--- src/rtl/hazard_ctrl_pkg.sv ---
// hazard_ctrl_pkg: shared forwarding-select codes and controller state encoding.
package hazard_ctrl_pkg;
  localparam logic [1:0] FWD_RF  = 2'b00;
  localparam logic [1:0] FWD_WB  = 2'b01;
  localparam logic [1:0] FWD_MEM = 2'b10;
  typedef enum logic {HC_RUN, HC_MEM_WAIT} hc_state_e;
endpackage

--- src/rtl/hazard_ctrl_fwd_sel.sv ---
// hazard_ctrl_fwd_sel: picks the EX operand source; MEM wins over WB, register 0 never forwards.
module hazard_ctrl_fwd_sel
  import hazard_ctrl_pkg::*;
(
  input  logic [4:0] ex_src,
  input  logic [4:0] mem_dst,
  input  logic       mem_w_reg_ena,
  input  logic [4:0] wb_dst,
  input  logic       wb_w_reg_ena,
  output logic [1:0] fwd
);
  always_comb
    fwd = (mem_w_reg_ena && mem_dst != 5'd0 && mem_dst == ex_src) ? FWD_MEM :
          (wb_w_reg_ena && wb_dst != 5'd0 && wb_dst == ex_src)    ? FWD_WB  : FWD_RF;
endmodule

--- src/rtl/hazard_ctrl.sv ---
// hazard_ctrl: stall/flush/forwarding control for the 5-stage pipe, with a
// data-memory freeze FSM, ack timeout flag and saturating stall counter.
module hazard_ctrl
  import hazard_ctrl_pkg::*;
#(
  parameter int TIMEOUT = 256,
  parameter int CNT_W   = 16
) (
  input  logic             clk,
  input  logic             rst,
  input  logic [4:0]       id_rs,
  input  logic [4:0]       id_rt,
  input  logic             id_use_rs,
  input  logic             id_use_rt,
  input  logic             id_br_taken,
  input  logic [4:0]       ex_rs,
  input  logic [4:0]       ex_rt,
  input  logic [4:0]       ex_dst,
  input  logic             ex_w_reg_ena,
  input  logic             ex_mem_r,
  input  logic [4:0]       mem_dst,
  input  logic             mem_w_reg_ena,
  input  logic [4:0]       wb_dst,
  input  logic             wb_w_reg_ena,
  input  logic             dmem_req,
  input  logic             dmem_ack,
  output logic             stall_pc,
  output logic             stall_if_id,
  output logic             stall_id_ex,
  output logic             stall_ex_mem,
  output logic             clear_if_id,
  output logic             clear_id_ex,
  output logic [1:0]       fwd_a,
  output logic [1:0]       fwd_b,
  output logic [CNT_W-1:0] stall_cnt,
  output logic             err_timeout
);
  localparam int WW = $clog2(TIMEOUT);
  localparam logic [WW-1:0] WAIT_LIM = WW'(TIMEOUT - 1);
  hc_state_e state, state_nxt;
  logic [WW-1:0] wait_cnt;
  logic freeze, load_use, waiting;
  logic [1:0] fa, fb;
  hazard_ctrl_fwd_sel u_fwd_a (.ex_src(ex_rs), .mem_dst(mem_dst), .mem_w_reg_ena(mem_w_reg_ena),
                               .wb_dst(wb_dst), .wb_w_reg_ena(wb_w_reg_ena), .fwd(fa));
  hazard_ctrl_fwd_sel u_fwd_b (.ex_src(ex_rt), .mem_dst(mem_dst), .mem_w_reg_ena(mem_w_reg_ena),
                               .wb_dst(wb_dst), .wb_w_reg_ena(wb_w_reg_ena), .fwd(fb));
  // Outputs are gated by rst so the stage regs see no stall/clear while reset is held.
  always_comb begin
    freeze       = dmem_req & ~dmem_ack;
    load_use     = ex_mem_r & ex_w_reg_ena & (ex_dst != 5'd0) &
                   ((id_use_rs & (id_rs == ex_dst)) | (id_use_rt & (id_rt == ex_dst)));
    waiting      = (state == HC_MEM_WAIT) & ~dmem_ack;
    state_nxt    = (state == HC_RUN) ? (freeze ? HC_MEM_WAIT : HC_RUN) : (dmem_ack ? HC_RUN : HC_MEM_WAIT);
    stall_pc     = rst & (freeze | load_use);
    stall_if_id  = rst & (freeze | load_use);
    stall_id_ex  = rst & freeze;
    stall_ex_mem = rst & freeze;
    clear_id_ex  = rst & ~freeze & load_use;
    clear_if_id  = rst & ~freeze & ~load_use & id_br_taken;
    fwd_a        = rst ? fa : FWD_RF;
    fwd_b        = rst ? fb : FWD_RF;
  end
  always_ff @(posedge clk or negedge rst)
    if (!rst) begin
      state       <= HC_RUN;
      wait_cnt    <= '0;
      stall_cnt   <= '0;
      err_timeout <= 1'b0;
    end else begin
      state    <= state_nxt;
      wait_cnt <= waiting ? ((wait_cnt == WAIT_LIM) ? wait_cnt : wait_cnt + 1'b1) : '0;
      if (waiting && wait_cnt == WAIT_LIM) err_timeout <= 1'b1;
      if (stall_pc && stall_cnt != '1) stall_cnt <= stall_cnt + 1'b1;
    end
endmodule

--- config.mk ---
export PLATFORM = sky130hd
export DESIGN_NAME = hazard_ctrl
export DESIGN_NICKNAME = d
export VERILOG_FILES = /design/src/rtl/hazard_ctrl_pkg.sv /design/src/rtl/hazard_ctrl_fwd_sel.sv /design/src/rtl/hazard_ctrl.sv
export SDC_FILE = /design/constraint.sdc
export NUM_CORES = 1
export LEC_CHECK = 0
export BUFFER_PORTS_ARGS = -buffer_cell sky130_fd_sc_hd__buf_2
export CAP_MARGIN = 20
export CORE_MARGIN = 3
export CORE_UTILIZATION = 48
export CTS_BUF_LIST = sky130_fd_sc_hd__clkbuf_16
export DETAILED_ROUTE_END_ITERATION = 10
export PLACE_DENSITY = 0.89
export SLEW_MARGIN = 20
export SYNTH_ARGS = -nofsm -noshare
export SYNTH_HDL_FRONTEND = slang
export SYNTH_SLANG_ARGS = --single-unit
--- constraint.sdc ---
create_clock -name clk -period 2.12 [get_ports clk]
set_input_delay 0.318 -clock clk [delete_from_list [all_inputs] [get_ports clk]]
set_output_delay 0.318 -clock clk [all_outputs]
set_load 0.02 [all_outputs]
==> impl_metrics.py <==
metrics = {
    "critical_path": {
        "cp-start-kind": "primary input",
        "startpoint": "ex_dst[0]",
        "max_stage_delay_ns": 0.39,
        "crit_slowest_cell": "or3_1",
        "cp.required_ns": 1.80,
        "path_cells": "buf_2 -> or3_1 -> o311a_1 -> a21o_2 -> and2_1 -> buf_2",
        "reg2reg_setup_slack_ns": 0.18,
        "reg2reg_depth": 7,
        "endpoint_kind": "output port",
        "r2r-end": "stall_cnt[5]",
        "crit_top_cell": "buf_2",
        "path_class": "primary input to output port",
        "regToRegStartpoint": "stall_cnt[0]",
        "cp_data_arrival_time_ns": 1.76,
        "cp_max_fo": 4,
    },
    "timing": {
        "finalHoldViolCount": 0,
        "worst_pin_slew_ns": 0.4403,
        "setup_violations": 0,
        "slew_headroom_pct": 70.64,
        "drv_slew": 0,
        "period_share_pct": 97.81,
        "min_period_ns": 2.074,
        "fmax_mhz": 482.3,
        "rsz0062_at_grt": "no",
        "setup-tns-final_ns": 0,
        "fin_skew_ns": 0.007651,
    },
    "yosys": {
        "synth_top_area_share_pct": 37.65,
        "syn-mean-instance-area_um2": 9.290,
        "yosysTopAreaCell": "dfrtp_1",
        "syn_nets": 234,
        "synth_cell_types": 37,
        "synthesis.area_um2": 1728,
        "ys_seq_elements": 26,
        "ys_warn_count": 0,
        "synth.top_cells.by_area": "dfrtp_1, xnor2_1, xor2_1, nand3_1, nor2_1",
        "synth_cells": 186,
        "ys_seq_area_share_pct": 37.65,
    },
    "cells_and_area": {
        "nets": 311,
        "layout_common_cells": "buf_2, dfrtp_1, xnor2_1, xor2_1, nor2_1",
        "drive_above_1_share_pct": 34.35,
        "diodes": 0,
        "stdcell_count": 308,
        "area_growth_pct": 31.64,
        "layout_commonest_cell": "buf_2",
    },
    "floorplanning": {
        "placeableCoreArea_um2": 3390,
        "die_x_um": 66,
        "die_area_um2": 4356,
        "ios": 73,
        "fp.dieH_um": 66,
        "row_count": 21,
        "start_util_pct": 50.98,
    },
    "pwr": {
        "ir_worst_vdd_v": 0.0002948,
        "leakage_nw": 1.123,
        "p_per_area_nw_per_um2": 637.6,
    },
    "global_route": {
        "antenna_found_initial": 0,
        "grtUsageMet3_pct": 2.721,
        "grt_use_total_pct": 20.80,
        "busiest_layer": "met2",
        "grt_pass1_wl_mm": 7.093,
        "gr-total-overflow": 0,
        "grtUsageMet1_pct": 26.13,
        "grtUsageMet2_pct": 35.04,
        "grt_max_degree": 40,
        "grt_pass1_vias": 1582,
    },
    "detailed_routing": {
        "first_pass_iters": 4,
        "drt_wl_total_mm": 4.634,
        "ant_nets": 0,
        "vias": 1673,
        "via_per_inst": 5.432,
        "drt_iter0_markers": 64,
        "avgRoutedWirePerCell_um": 15.05,
        "drc": 0,
    },
    "placed_design": {
        "gp_congestion": 0.8747,
        "io_buffers": 72,
        "dp_hpwl_mm": 3.429,
        "dp.cells": 303,
    },
    "clocking": {
        "numCtsBuffers": 3,
        "clk_pin_slew_ns": 0.07,
        "max-clock-path-buffers": 2,
        "cts_tree": "built",
        "cts_root_buf": "clkbuf_16",
        "h-tree-depth": 1,
        "clock_sinks": 26,
        "clock_latency_ns": 0.26,
    },
    "run": {
        "cap_viol_max_count": 0,
    },
    "worst_hold_path": {
        "min_path_type": "primary input to asynchronous set/reset pin",
    },
    "run_status": {
        "status": "complete, no violations",
    },
}
worst max-delay path by stage:
stage	end	slack, ns	cells past startpoint
floorplan	stall_pc	0.13	5
global placement	stall_pc	0.07	6
detailed placement	fwd_a[0]	0.01	6
CTS	fwd_a[0]	0.01	6
global route	stall_pc	0.003	6
finish	stall_pc	0.05	6
Yosys cell counts:
| library cell | n |
|---|---|
| dfrtp_1 | 26 |
| xnor2_1 | 24 |
| xor2_1 | 21 |
| nor2_1 | 18 |
| nand2_1 | 15 |
| nand3_1 | 14 |
| and3_1 | 6 |
| nand4_1 | 6 |
| and2_1 | 5 |
| nand2b_1 | 5 |
| o21ai_0 | 5 |
| nor3_1 | 4 |
| nor4_1 | 4 |
| or4_1 | 4 |
| and4_1 | 2 |
| buf_4 | 2 |
| clkbuf_1 | 2 |
| ha_1 | 2 |
| mux2_2 | 2 |
| or3_1 | 2 |
| a21o_2 | 1 |
| a21oi_1 | 1 |
| a31oi_1 | 1 |
| inv_1 | 1 |
| mux2_4 | 1 |
| mux2i_1 | 1 |
| nand2_4 | 1 |
| nand3b_1 | 1 |
| nor2b_1 | 1 |
| nor3_2 | 1 |
| o211ai_1 | 1 |
| o21a_1 | 1 |
| o21bai_1 | 1 |
| o221a_4 | 1 |
| o221ai_1 | 1 |
| o22ai_1 | 1 |
| o311a_1 | 1 |
cell type report:
type,instances,area [µm²]
fill,251,1115
multi-input combinational,155,1067
sequential,26,650.6
timing repair buffer,76,390.4
clock buffer,3,75.07
tap,46,57.56
clock inverter,1,30.03
inverter,1,3.754
cells by family (layout without fill, tap and decap cells):
kind of cell | after synthesis | count (layout) | synth area share, %
AOI/OAI and AO/OA | 15 | 15 | 6.518
buffers and inverters | 5 | 81 | 1.520
and+or+nand+nor | 89 | 89 | 27.30
xor gates and xnor gates | 45 | 45 | 22.81
adders and majority gates | 2 | 2 | 1.448
muxes | 4 | 4 | 2.751
DFF | 26 | 26 | 37.65
stage by stage:
step | hold WS, ns | util, % | total power [mW] | setup WS [ns] | area [µm²]
after floorplan | 0.02241 | - | 0.7636 | 0.1318 | 1740
after global placement | 0.4156 | 63.68 | 0.9014 | 0.06984 | 2158
after detailed placement | 0.4223 | 63.68 | 0.9118 | 0.01183 | 2158
after CTS | 0.1442 | 66.78 | 1.451 | 0.01177 | 2263
after global routing | 0.1661 | 67.11 | 1.502 | 0.002796 | 2275
final | 0.1375 | 67.11 | 1.450 | 0.04643 | 2275
state kept, by name (all words and copies together), names as in the netlist:
register     count
err_timeout      1
stall_cnt       16
state            1
wait_cnt         8
critical path: cells and delay by family:
family	cells	cell delay, ns
AOI/OAI and AO/OA	2	0.61
and+or+nand+nor	2	0.56
buffers and inverters	2	0.28
layer usage:
metal | vias up | part of all wire, %
met5 | - | 0
met4 | 0 | 2.7
met3 | 11 | 7.5
met2 | 65 | 48
met1 | 788 | 42
li1 | 809 | -
timing repair:
item / 4_1_cts / 5_1_grt
setup endpoints to repair: 0 / 4
resized for setup: 0 / 2
setup buffers: 0 / 1
hold buffers: 0 / 0
report_power, final:
| group | internal, mW | switching [mW] | total (mW) |
|---|---|---|---|
| clock network | 0.375 | 0.165 | 0.540 |
| logic | 0.146 | 0.181 | 0.328 |
| registers | 0.531 | 0.0513 | 0.582 |
| total | 1.05 | 0.398 | 1.45 |
No activity file was read; power rests on OpenSTA's default activity.
